--- config.mk ---
export PLATFORM = sky130hd
export DESIGN_NAME = spi_level_ctrl
export DESIGN_NICKNAME = d
export VERILOG_FILES = /design/src/rtl/pwm_ctrl_pkg.sv /design/src/rtl/spi_sync_edge.sv /design/src/rtl/spi_level_ctrl.sv
export SDC_FILE = /design/constraint.sdc
export NUM_CORES = 1
export LEC_CHECK = 0
export CAP_MARGIN = 0
export CORE_MARGIN = 2
export CORE_UTILIZATION = 65
export DETAILED_ROUTE_END_ITERATION = 8
export PLACE_DENSITY = 0.85
export SLEW_MARGIN = 10
export SYNTH_ARGS = -nofsm -noshare
export SYNTH_HDL_FRONTEND = slang
export SYNTH_HIERARCHICAL = 1
export SYNTH_SLANG_ARGS = --single-unit
--- constraint.sdc ---
create_clock -name clock -period 6.9 [get_ports clock]
set_clock_uncertainty 0.15 [all_clocks]
set_input_delay 0.69 -clock clock [delete_from_list [all_inputs] [get_ports clock]]
set_output_delay 0.69 -clock clock [all_outputs]
set_load 0.02 [all_outputs]
--- src/rtl/pwm_ctrl_pkg.sv ---
// Shared types and constants for the SPI level controller.
package pwm_ctrl_pkg;

  // Command opcodes carried in the first byte of a frame.
  typedef enum logic [7:0] {
    OpSet = 8'hA1,
    OpInc = 8'hA2,
    OpDec = 8'hA3,
    OpClr = 8'hA4
  } opcode_e;

  // Frame receiver states.
  typedef enum logic [1:0] {
    StIdle,
    StShift,
    StExec
  } state_e;

  localparam int unsigned MaxLevelDefault = 9;
  localparam int unsigned FrameBits       = 16;
  localparam int unsigned BitCntMax       = 17;

  // Status byte layout returned on MISO: {err_sticky, busy, 2'b00, level[3:0]}.
  localparam int unsigned StatErrBit   = 7;
  localparam int unsigned StatBusyBit  = 6;
  localparam int unsigned StatLevelMsb = 3;

  function automatic logic [7:0] status_byte(input logic err, input logic busy,
                                             input logic [3:0] level);
    logic [7:0] s;
    s                  = 8'h00;
    s[StatErrBit]      = err;
    s[StatBusyBit]     = busy;
    s[StatLevelMsb:0]  = level;
    return s;
  endfunction

endpackage

--- src/rtl/spi_sync_edge.sv ---
// Multi-flop synchronizer with registered rise/fall pulses.
// The pulses are computed from the last two synchronizer stages so they line up
// with the cycle in which the synchronized level itself changes.
module spi_sync_edge #(
  parameter int unsigned Stages = 2,
  parameter logic        RstVal = 1'b0
) (
  input  logic clock,
  input  logic reset,
  input  logic d_i,
  output logic rise_o,
  output logic fall_o
);

  logic [Stages-1:0] sync_q;
  logic              rise_q;
  logic              fall_q;

  // Shift the async input through the chain and flag level changes at the output stage.
  always_ff @(posedge clock or posedge reset) begin
    if (reset) begin
      sync_q <= {Stages{RstVal}};
      rise_q <= 1'b0;
      fall_q <= 1'b0;
    end else begin
      sync_q <= {sync_q[Stages-2:0], d_i};
      rise_q <= sync_q[Stages-2] & ~sync_q[Stages-1];
      fall_q <= ~sync_q[Stages-2] & sync_q[Stages-1];
    end
  end

  assign rise_o = rise_q;
  assign fall_o = fall_q;

endmodule

--- src/rtl/spi_level_ctrl.sv ---
// SPI slave that receives level commands and ramps the PWM level toward the
// commanded target one step per ramp interval. Returns a status byte on MISO.
module spi_level_ctrl
  import pwm_ctrl_pkg::*;
#(
  parameter int unsigned RAMP_TICKS  = 50000,
  parameter int unsigned MAX_LEVEL   = MaxLevelDefault,
  parameter int unsigned SYNC_STAGES = 2
) (
  input  logic       clock,
  input  logic       reset,
  input  logic       spi_sclk,
  input  logic       spi_cs_n,
  input  logic       spi_mosi,
  output logic       spi_miso,
  output logic [3:0] level_out,
  output logic [3:0] target_out,
  output logic       busy,
  output logic       frame_valid,
  output logic       frame_err
);

  localparam logic [3:0] MaxLvl  = 4'(MAX_LEVEL);
  localparam logic [7:0] MaxData = 8'(MAX_LEVEL);
  localparam int unsigned TermInt = (RAMP_TICKS == 0) ? 0 : RAMP_TICKS - 1;
  localparam int unsigned CntW    = (TermInt > 0) ? $clog2(TermInt + 1) : 1;
  localparam logic [CntW-1:0] Term = CntW'(TermInt);

  // ---------------------------------------------------------------------------
  // Input synchronization
  // ---------------------------------------------------------------------------
  logic sclk_rise, sclk_fall;
  logic cs_rise, cs_fall;
  logic [SYNC_STAGES-1:0] mosi_sync_q;
  logic mosi_s;

  spi_sync_edge #(
    .Stages (SYNC_STAGES),
    .RstVal (1'b0)
  ) u_sync_sclk (
    .clock  (clock),
    .reset  (reset),
    .d_i    (spi_sclk),
    .rise_o (sclk_rise),
    .fall_o (sclk_fall)
  );

  // cs_n idles high, so its chain resets high to avoid a false edge at release.
  spi_sync_edge #(
    .Stages (SYNC_STAGES),
    .RstVal (1'b1)
  ) u_sync_cs (
    .clock  (clock),
    .reset  (reset),
    .d_i    (spi_cs_n),
    .rise_o (cs_rise),
    .fall_o (cs_fall)
  );

  // MOSI needs the same delay as sclk so it is sampled with the matching rise pulse.
  always_ff @(posedge clock or posedge reset) begin
    if (reset) begin
      mosi_sync_q <= '0;
    end else begin
      mosi_sync_q <= {mosi_sync_q[SYNC_STAGES-2:0], spi_mosi};
    end
  end

  assign mosi_s = mosi_sync_q[SYNC_STAGES-1];

  // ---------------------------------------------------------------------------
  // State
  // ---------------------------------------------------------------------------
  state_e          state_q;
  logic [4:0]      bit_cnt_q;
  logic [15:0]     frame_q;
  logic [7:0]      miso_sh_q;
  logic [3:0]      target_q, target_d;
  logic            err_sticky_q;
  logic            frame_valid_q, frame_err_q;
  logic [3:0]      level_q, level_d;
  logic [CntW-1:0] ramp_cnt_q, ramp_cnt_d;
  logic            busy_q, busy_d;

  // ---------------------------------------------------------------------------
  // Frame decode
  // ---------------------------------------------------------------------------
  logic [7:0] opcode, data;
  logic       exec_ok;
  logic       exec_clr;
  logic [3:0] exec_target;

  assign opcode = frame_q[15:8];
  assign data   = frame_q[7:0];

  // Decode the received frame; a wrong bit count is rejected like a bad opcode.
  always_comb begin
    exec_ok     = 1'b0;
    exec_clr    = 1'b0;
    exec_target = target_q;
    if (bit_cnt_q == 5'(FrameBits)) begin
      case (opcode)
        OpSet: begin
          if (data <= MaxData) begin
            exec_ok     = 1'b1;
            exec_target = data[3:0];
          end
        end
        OpInc: begin
          exec_ok     = 1'b1;
          exec_target = (target_q >= MaxLvl) ? MaxLvl : target_q + 4'd1;
        end
        OpDec: begin
          exec_ok     = 1'b1;
          exec_target = (target_q == 4'd0) ? 4'd0 : target_q - 4'd1;
        end
        OpClr: begin
          exec_ok  = 1'b1;
          exec_clr = 1'b1;
        end
        default: ;
      endcase
    end
  end

  // Target only moves in EXEC on a legal frame.
  always_comb begin
    target_d = target_q;
    if (state_q == StExec && exec_ok) begin
      target_d = exec_target;
    end
  end

  // ---------------------------------------------------------------------------
  // Frame receiver FSM. Every cs_n rise passes through EXEC so that accept and
  // reject pulses share the same latency from the end of the frame.
  // ---------------------------------------------------------------------------
  always_ff @(posedge clock or posedge reset) begin
    if (reset) begin
      state_q       <= StIdle;
      bit_cnt_q     <= '0;
      frame_q       <= '0;
      miso_sh_q     <= '0;
      target_q      <= '0;
      err_sticky_q  <= 1'b0;
      frame_valid_q <= 1'b0;
      frame_err_q   <= 1'b0;
    end else begin
      frame_valid_q <= 1'b0;
      frame_err_q   <= 1'b0;
      target_q      <= target_d;
      unique case (state_q)
        StIdle: begin
          if (cs_fall) begin
            miso_sh_q <= status_byte(err_sticky_q, busy_q, level_q);
            bit_cnt_q <= '0;
            state_q   <= StShift;
          end
        end
        StShift: begin
          if (cs_rise) begin
            miso_sh_q <= '0;
            state_q   <= StExec;
          end else begin
            if (sclk_rise) begin
              frame_q <= {frame_q[14:0], mosi_s};
              if (bit_cnt_q != 5'(BitCntMax)) begin
                bit_cnt_q <= bit_cnt_q + 5'd1;
              end
            end
            // Zero fill: after the status byte MISO reads back as 0.
            if (sclk_fall) begin
              miso_sh_q <= {miso_sh_q[6:0], 1'b0};
            end
          end
        end
        StExec: begin
          if (exec_ok) begin
            frame_valid_q <= 1'b1;
            if (exec_clr) begin
              err_sticky_q <= 1'b0;
            end
          end else begin
            frame_err_q  <= 1'b1;
            err_sticky_q <= 1'b1;
          end
          state_q <= StIdle;
        end
        default: state_q <= StIdle;
      endcase
    end
  end

  // ---------------------------------------------------------------------------
  // Level ramp
  // ---------------------------------------------------------------------------
  // Step level one unit toward target on each terminal count; direction follows
  // the current target so a mid-ramp change reverses without clearing the count.
  always_comb begin
    level_d    = level_q;
    ramp_cnt_d = '0;
    if (RAMP_TICKS == 0) begin
      level_d = target_q;
    end else if (level_q != target_q) begin
      if (ramp_cnt_q == Term) begin
        level_d = (level_q < target_q) ? level_q + 4'd1 : level_q - 4'd1;
      end else begin
        ramp_cnt_d = ramp_cnt_q + CntW'(1);
      end
    end
    busy_d = (level_d != target_d);
  end

  // Ramp state and busy flag registers.
  always_ff @(posedge clock or posedge reset) begin
    if (reset) begin
      level_q    <= '0;
      ramp_cnt_q <= '0;
      busy_q     <= 1'b0;
    end else begin
      level_q    <= level_d;
      ramp_cnt_q <= ramp_cnt_d;
      busy_q     <= busy_d;
    end
  end

  assign spi_miso    = miso_sh_q[7];
  assign level_out   = level_q;
  assign target_out  = target_q;
  assign busy        = busy_q;
  assign frame_valid = frame_valid_q;
  assign frame_err   = frame_err_q;

endmodule
* After elaboration in Yosys (flattened, before gate mapping)
Index checks and enable logic that the tools add are counted.
** Operators by class
- Magnitude comparators :: 3
- Bitwise logic cells :: 9
- Eq/ne operators :: 18
- Mux-type cells :: 34
- Add/subtract/negate cells :: 6
- Reduce and logical (&&, ||, !) cells :: 10
** Operator list (count)
- 8-bit == test (second input constant) :: 4
- 16-bit 2-to-1 mux :: 2
- 4-bit 2-to-1 mux :: 8
- 8-bit 2-to-1 mux :: 3
- 5-bit 2-to-1 mux :: 4
- 16-bit by 1-bit adder with 16-bit output (second input constant) :: 1
- 16-bit == test (second input constant) :: 1
- 8-bit case mux with 2 select lines :: 1
- 4-bit case mux with 3 select lines :: 1
- 1-bit 2-to-1 mux :: 10
- 5-bit case mux with 2 select lines :: 1
- 4-bit by 1-bit adder with 4-bit output (second input constant) :: 2
- 8-bit by 4-bit <= comparator with 1-bit output (second input constant) :: 1
- 2-bit by 1-bit inequality test with 1-bit output (second input constant) :: 4
- 4-bit inequality test :: 2
- 4-bit by 1-bit subtractor with 4-bit output (second input constant) :: 2
- 3-bit AND reduction :: 2
- 5-bit by 1-bit adder with 5-bit output (second input constant) :: 1
- 5-bit == test (second input constant) :: 1
- 5-bit inequality test (second input constant) :: 1
- 1-bit inverter :: 5
- 5-bit AND reduction :: 1
- 1-bit bitwise AND :: 4
- 4-bit >= comparator (second input constant) :: 1
- other kinds (14) :: 17
** Storage, ports and cells
- Output and inout bits :: 12
- Register bits after elaboration :: 69
- Bits of input ports :: 5
- Word-level logic and storage cells :: 98

* Depth between registers and ports, before layout
Gate-level depths: netlist (run 1).
- Depth after elaboration :: 7
- Mapped depth :: 13
- Gate-level depth less buffers :: 13

* Modules after synthesis
Netlist (run 1), hierarchy kept.
** By module, submodules not included
- spi_level_ctrl :: sequential area each 1526.5 µm², area each 3298.2 µm², times used 1, cells an instance 338
- spi_sync_edge at u_sync_cs :: sequential area each 102.6 µm², area each 121.4 µm², times used 1, cells an instance 7
- spi_sync_edge at u_sync_sclk :: sequential area each 100.1 µm², area each 118.9 µm², times used 1, cells an instance 7

* Worst setup path before layout (run 1)
Ideal clock, no wire load.
- Path kind :: reg2reg
- Start :: reg target_q[1], in the netlist target_out[1]
- End :: reg busy_q, in the netlist busy
- Data required time :: 6.626 ns
- Buffers on the path :: 0
- Slack :: 3.758 ns
- Stages on the path, launching flop included :: 14
- Setup time :: 0.124 ns
- Arrival time :: 2.868 ns
- Cells stage by stage :: dfrtp_1 -> inv_1 -> ha_1 -> nor2b_1 -> o211ai_1 -> nand2_1 -> ha_1 -> a21o_1 -> a21o_1 -> and3_1 -> o21ai_0 -> xnor2_1 -> xor2_1 -> a211o_1
** Between the ends
- Elaborated cells between the ends (all ways) :: 16
** RTL lines
- start: declaration :: RTL line spi_level_ctrl.sv:78 : logic [3:0] target_q, target_d;
- start signal: assignment :: RTL line spi_level_ctrl.sv:151 : target_q <= target_d;
- 4-bit < comparator :: RTL line spi_level_ctrl.sv:206 : level_d = (level_q < target_q) ? level_q + 4'd1 : level_q - 4'd1;
- 4-bit 2-to-1 mux :: RTL line spi_level_ctrl.sv:206
- 4-bit 2-to-1 mux :: RTL line spi_level_ctrl.sv:205 : if (ramp_cnt_q == Term) begin
- 4-bit 2-to-1 mux (*) :: RTL line spi_level_ctrl.sv:204 : end else if (level_q != target_q) begin
- via level_d[3] :: RTL line spi_level_ctrl.sv:81 : logic [3:0] level_q, level_d;
- 4-bit inequality test (*) :: RTL line spi_level_ctrl.sv:211 : busy_d = (level_d != target_d);
- via busy_d :: RTL line spi_level_ctrl.sv:83 : logic busy_q, busy_d;
- end signal: assignment :: RTL line spi_level_ctrl.sv:223 : busy_q <= busy_d;
- end: declaration :: RTL line spi_level_ctrl.sv:83
Mark *: on every way through the listed nets, which the timed path passes. The rest lies on a longest branch.
A chain may end at the register's enable or synchronous reset.

* Final worst setup path (run 1)
Same ends and word-level chain as after synthesis.

==> results of run 1 <==
[cell families (layout without fill, tap and decap cells)]
kind of cell / Yosys count / in the layout / synth area share, %
fa+ha+maj: 15 / 15 / 5.52
xor+xnor: 23 / 23 / 5.69
compound gates: 59 / 59 / 9.90
simple gates: 143 / 143 / 22.2
buf+inv: 28 / 54 / 3.01
flops: 69 / 69 / 48.9
mux: 15 / 15 / 4.77
[state kept, by name, summed over array words and instances, names as in the netlist]
| signal | cells |
|---|---|
| level_out | 4 |
| mosi_sync_q | 2 |
| frame_q | 16 |
| frame_valid | 1 |
| ramp_cnt_q | 16 |
| u_sync_cs/rise_o | 1 |
| busy | 1 |
| frame_err | 1 |
| state_q | 2 |
| u_sync_sclk/fall_o | 1 |
| err_sticky_q | 1 |
| bit_cnt_q | 5 |
| u_sync_sclk/rise_o | 1 |
| target_out | 4 |
| u_sync_cs/sync_q | 2 |
| u_sync_sclk/sync_q | 2 |
| miso_sh_q | 8 |
| u_sync_cs/fall_o | 1 |
[final cells by class]
cell class | instances | area [sq um] | area share, %
clock buffer | 10 | 138 | 3.43
multi-input combinational | 255 | 1700 | 42.4
sequential | 69 | 1730 | 43.0
clock inverter | 6 | 110 | 2.74
timing repair buffer | 18 | 175 | 4.36
tap | 70 | 87.6 | 2.18
inverter | 20 | 75.1 | 1.87
[path summary, 6_finish.rpt]
| check | endpoint | start |
|---|---|---|
| worst max-delay path | busy | target_out[1] |
| worst min-delay path | mosi_sync_q[1] | mosi_sync_q[0] |
| worst max register to register | busy | target_out[1] |
| worst min register to register | mosi_sync_q[1] | mosi_sync_q[0] |
| max in group asynchronous | level_out[1] | reset |
| min in group asynchronous | u_sync_cs/rise_o | reset |
[synth_stat cells (2+ instances only)]
cell,number
a211oi_1,2
a21o_1,5
a21oi_1,20
and2_1,2
and2b_2,2
and3_1,7
and4_1,3
clkbuf_1,7
dfrtp_1,67
dfstp_2,2
ha_1,14
inv_1,20
mux2_2,15
nand2_1,21
nand2b_1,4
nand3_1,12
nand3b_1,3
nand4_1,5
nand4b_1,2
nand4bb_1,2
nor2_1,45
nor2b_1,7
nor3_1,9
nor3b_1,6
nor4b_1,2
nor4bb_1,3
o21ai_0,17
o21ai_1,2
o22ai_1,2
o31ai_1,2
or3b_1,2
or4_1,3
xnor2_1,10
xor2_1,13
[metal layers]
layer	vias to the layer above	GRT usage (%)	part of all wire, %
met5	-	0	0
met3	13	7.33	4.4
met1	1320	36.9	45
met2	76	42.7	49
met4	0	9.46	1.9
li1	1269	-	-
[through the flow]
step | instance area (sq um) | instances | hold slack [ns]
after floorplan | 3540 | 352 | 0.181
after global placement | 3770 | 432 | 0.185
after detailed placement | 3770 | 432 | 0.187
after CTS | 4020 | 448 | 0.204
after global routing | 4020 | 448 | 0.208
final | 4020 | 448 | 0.201
[worst max-delay path: cells and delay by family (launching register included)]
kind / cells / cell delay (ns)
compound gates: 5 / 1.06
fa+ha+maj: 2 / 0.62
simple gates: 3 / 0.48
flops: 1 / 0.47
xor+xnor: 2 / 0.28
buf+inv: 1 / 0.18
[placed cells by master, fill, tap and decap left out, drive strengths merged, types with 3 or more instances in the layout]
cell type      count
ha                14
and4               3
mux2              15
nor4bb             3
dfrtp             67
xor2              13
nor2              45
xnor2             10
nor3               9
nor3b              6
o21ai             19
bufinv             3
or4                3
nand3b             3
nand4              5
nand2b             4
inv               20
a21oi             20
a21o               5
nand3             12
nand2             21
clkbuf            10
nor2b              7
and3               8
clkdlybuf4s50     16
[power by group]
part           switching (W)  internal, W  total (W)  leakage [nW]
Clock               0.000156     0.000249   0.000405         0.119
Combinational      0.0000839    0.0000662   0.000150         0.747
Sequential         0.0000413     0.000448   0.000489         0.921
==> metrics.md, run 1 <==
| Metric | Value |
|---|---|
| Crit end category | `register` |
| Hold crit path type | `reg2reg` |
| Ys Warns | `6` |
| Outcome | `completed` |
| Total Routing Usage GR | `27.3%` |
| Initial DRT Pass Iterations | `5` |
| First-pass GRT wire length | `12800 um` |
| Total chip power | `0.00104 W` |
| # rows | `26` |
| ANT nets after route | `0` |
| TritonCTS buffer count | `9` |
| Die Wd | `77.8 um` |
| Max-slew headroom | `41.2%` |
| RSZ-0062 raised after global routing | `false` |
| Ant diodes | `0` |
| Cell leakage power | `1.79 nW` |
| Post-synthesis async set-or-reset flop share | `100%` |
| CTS sink count | `69` |
| Crit path cell chain | `inv_1 > ha_1 > nor2b_1 > o211ai_1 > nand2_1 > ha_1 > a21o_1 > a21o_1 > and3_1 > o21ai_0 > xnor2_1 > xor2_1 > a211o_1` |
| DP Worst Slack | `3.60 ns` |
| Vias per Instance | `5.98` |
| Area grow syn2layout | `13.5%` |
| Main synth FF type | `dfrtp_1` |
| Crit start category | `register` |
| CTS Root Cell | `clkbuf_8` |
| GP Congestion | `0.898` |
| CTS H-tree lvls | `3` |
| EDFF count, synth | `0` |
| Core Area | `5170 sq um` |
| Layout cells sized above 1 | `10.6%` |
| Final worst slack | `3.55 ns` |
| Worst-Skew Late Latency | `0.35 ns` |
| Vias in the first global route | `2736` |
| # setup viols final | `0` |
| Yosys cell types | `48` |
| Post-Route WL | `7210 um` |
| Dpl hpwl | `4750 um` |
| Total gr overflow | `0` |
| # port buffers | `16` |
| Worst path slowest cell | `dfrtp_1` |
| PwrDens | `260 nW/um^2` |
| Tcrit/Tclk final | `48.6%` |
| # fillers | `329` |
| Setup TNS | `0 ns` |
| Crit-path max FO | `7` |
| Fin util | `77.7%` |
| Largest net degree at the start of global routing | `62` |
| CP peak stage delay | `0.47 ns` |
| Post-synth net total | `372` |
| R2R cell count | `13` |
| Avg Inst Size Synth | `10.1 sq um` |
| Starting Density | `68.4%` |
| Max Fclk | `298 MHz` |
| Register area share after synthesis | `48.9%` |
| Worst R2R Setup Slack | `3.55 ns` |
| DRC viols | `0` |
| First DRT Iteration DRCs | `199` |
| #FFs+latches synth | `69` |
| CTS tree | `done` |
| WL/cell | `16.1 um` |
| Tmin final | `3.35 ns` |
| Maximum VDD drop | `0.000208 V` |
| Worst setup path category | `reg2reg` |
| Syn Std Cell Area | `3540 sq um` |
| Crit path DAT | `3.44 ns` |
| Die Y | `77.8 um` |
| Top cell type's share of synthesized area | `47.4%` |
| Max cap viols | `0` |
| IO Count | `17` |
| Resized cells post-CTS | `0` |
| Syn Inst Count | `352` |
| Hold Vio Cnt, Final | `0` |
| Setup bufs post-CTS | `0` |
| Yosys top cell by area | `dfrtp_1` |
| Die area | `6050 sq um` |
| Final-report max-slew violation count | `0` |
| Max clock buf depth | `2` |
| Final nets | `393` |
| Critical Path RT | `6.99 ns` |
| Initial antenna violation count | `0` |
| Worst slew pin tran | `0.883 ns` |
| Via count | `2678` |
| Hold buffer count at cts | `0` |
| Ranking of synthesized cells by area | `dfrtp_1, ha_1, mux2_2, nor2_1, xor2_1` |
| Min-Delay Path Depth | `0` |
| Clock slew at reported path FFs | `0.08 ns` |
No activity file was read; power rests on OpenSTA's default activity.
==> run 2: changes to the inputs <==
- CORE_UTILIZATION: 65 -> 60
- PLACE_DENSITY: 0.85 -> 0.79
- clock period: 6.9 -> 3.3 ns (I/O delays scaled with it)
==> run 2 against run 1 <==
Net effect:
- clock power is 110% higher
- total power is 110% higher
- core utilization down 5.0 points
- die area grew 7.9%
- setup slack got worse by 3.4 ns
- global-route usage down 4.6 points
- register-to-register slack got worse by 3.4 ns
- fmax is 8.0% higher
- critical path type unchanged
==> metrics.md, run 2 (same netlist as run 1, synthesis figures left out) <==
| Metric | Value |
|---|---|
| Max Fclk | `322 MHz (was 298 MHz)` |
| Final-report max-slew violation count | `0 (unchanged)` |
| Area grow syn2layout | `15.1% (was 13.5%)` |
| Total Routing Usage GR | `22.7% (was 27.3%)` |
| Critical Path RT | `3.38 ns (was 6.99 ns)` |
| Die area | `6530 sq um (was 6050 sq um)` |
| ANT nets after route | `0 (unchanged)` |
| CTS tree | `done (unchanged)` |
| Outcome | `completed (unchanged)` |
| Initial DRT Pass Iterations | `4 (was 5)` |
| Die Y | `80.8 um (was 77.8 um)` |
| Hold Vio Cnt, Final | `0 (unchanged)` |
| First-pass GRT wire length | `11200 um (was 12800 um)` |
| Most common cell after layout, fill and taps aside | `dfrtp_1 (unchanged)` |
| Crit start category | `register (unchanged)` |
| PwrDens | `535 nW/um^2 (was 260 nW/um^2)` |
| # fillers | `405 (was 329)` |
| Crit-path max FO | `7 (unchanged)` |
| Biggest regs | `frame_q x16, ramp_cnt_q x16, miso_sh_q x8 (unchanged)` |
| Vias per Instance | `5.72 (was 5.98)` |
| Layout cells sized above 1 | `12.2% (was 10.6%)` |
| Ant diodes | `0 (unchanged)` |
| Multi-input gate area in the final layout | `1700 sq um (unchanged)` |
| Tmin final | `3.11 ns (was 3.35 ns)` |
| # port buffers | `16 (unchanged)` |
| TritonCTS buffer count | `9 (unchanged)` |
| Largest net degree at the start of global routing | `36 (was 62)` |
| Maximum VDD drop | `0.000359 V (was 0.000208 V)` |
| Reg2reg start | `target_out[3] (was target_out[1])` |
| Resized cells post-CTS | `0 (unchanged)` |
| Post-Route WL | `6650 um (was 7210 um)` |
| CP peak stage delay | `0.44 ns (was 0.47 ns)` |
| Final nets | `400 (was 393)` |
| Worst R2R Setup Slack | `0.19 ns (was 3.55 ns)` |
| Starting Density | `63.1% (was 68.4%)` |
| First DRT Iteration DRCs | `143 (was 199)` |
| R2R cell count | `12 (was 13)` |
| DRC viols | `0 (unchanged)` |
| Crit path cell chain | `inv_1 > ha_1 > a21oi_1 > nand2_1 > ha_1 > a21o_1 > a21o_1 > and3_1 > o21ai_0 > xnor2_1 > xor2_1 > a211o_1 (was inv_1 > ha_1 > nor2b_1 > o211ai_1 > nand2_1 > ha_1 > a21o_1 > a21o_1 > and3_1 > o21ai_0 > xnor2_1 > xor2_1 > a211o_1)` |
| Die Wd | `80.8 um (was 77.8 um)` |
| RSZ-0062 raised after global routing | `false (unchanged)` |
| Cell family with most CP delay | `compound AO/OA/AOI/OAI gates (unchanged)` |
| Max-slew headroom | `53.4% (was 41.2%)` |
| Vias in the first global route | `2449 (was 2736)` |
| R2r endpoint | `busy (unchanged)` |
| Total chip power | `0.00218 W (was 0.00104 W)` |
| Via count | `2615 (was 2678)` |
| IO Count | `17 (unchanged)` |
| Max clock buf depth | `2 (unchanged)` |
| # setup viols final | `0 (unchanged)` |
| Core Area | `5610 sq um (was 5170 sq um)` |
| Clock slew at reported path FFs | `0.07 ns (was 0.08 ns)` |
| GP Congestion | `0.858 (was 0.898)` |
| Crit path DAT | `3.18 ns (was 3.44 ns)` |
| Cell leakage power | `1.82 nW (was 1.79 nW)` |
| Worst setup path category | `reg2reg (unchanged)` |
| WL/cell | `14.6 um (was 16.1 um)` |
| Hold crit path type | `in2async (was reg2reg)` |
| Worst-Skew Late Latency | `0.35 ns (about the same)` |
| Dpl hpwl | `4750 um (about the same)` |
| Worst Path Buf+Inv | `1 (unchanged)` |
| CTS Root Cell | `clkbuf_8 (unchanged)` |
| Max cap viols | `0 (unchanged)` |
| CTS sink count | `69 (unchanged)` |
| CTS H-tree lvls | `3 (unchanged)` |
| Hold buffer count at cts | `0 (unchanged)` |
| Register area | `1730 sq um (unchanged)` |
| Most frequent cells in the layout | `dfrtp_1, nor2_1, nand2_1 (unchanged)` |
| # rows | `27 (was 26)` |
| Worst slew pin tran | `0.698 ns (was 0.883 ns)` |
| Worst path slowest cell | `dfrtp_1 (unchanged)` |
| Total gr overflow | `0 (unchanged)` |
| Setup bufs post-CTS | `0 (unchanged)` |
| Crit end category | `register (unchanged)` |
| Tcrit/Tclk final | `94.1% (was 48.6%)` |
| Initial antenna violation count | `0 (unchanged)` |
| Setup TNS | `0 ns (unchanged)` |
[run 2: report_power, final]
part / internal [W] / switching [W] / total (W)
Sequential: 0.000937 / 0.0000826 / 0.00102
Clock: 0.000521 / 0.000318 / 0.000839
Combinational: 0.000151 / 0.000169 / 0.000320
[run 2: routing by layer]
| metal | up-vias | wire [um] | track usage (%) |
|---|---|---|---|
| met4 | 0 | 74 | 10.5 |
| met2 | 43 | 3090 | 35.0 |
| met5 | - | 0 | 0 |
| li1 | 1285 | - | - |
| met1 | 1280 | 3250 | 31.2 |
| met3 | 7 | 237 | 4.67 |
[run 2: through the flow]
stage	hold WS [ns]	worst slack, ns	std cells	util (%)	cell area (sq um)
after CTS	0.0762	0.194	457	72.6	4070
after detailed placement	0.185	0.204	441	68.2	3820
after global placement	0.184	0.346	441	68.2	3820
after floorplan	-0.0554	0.158	352	-	3540
final	0.0866	0.193	457	72.6	4070
after global routing	0.0918	0.0405	457	72.6	4070
[run 2: worst max-delay path by stage]
stage | from | end | slack, ns | depth (start not counted)
after global routing | target_out[3] | busy | 0.04 | 12
after global placement | target_out[3] | busy | 0.35 | 12
after floorplan | target_out[1] | busy | 0.16 | 13
final | target_out[3] | busy | 0.19 | 12
after detailed placement | target_out[3] | busy | 0.20 | 12
after CTS | target_out[3] | busy | 0.19 | 12
[run 2: cell type report]
class,count,share of cell area (%)
well taps,72,2.21
repair buffers,25,5.59
inverters,20,1.84
clock buffers,10,3.38
clock inverters,6,2.70
multi-input cells,255,41.8
flip-flops and latches,69,42.5
==> run 3: changes to the inputs <==
- SLEW_MARGIN: 10 -> unset
==> results of run 3 <==
No change in the layout: final DEF, timing and power equal those of run 2.
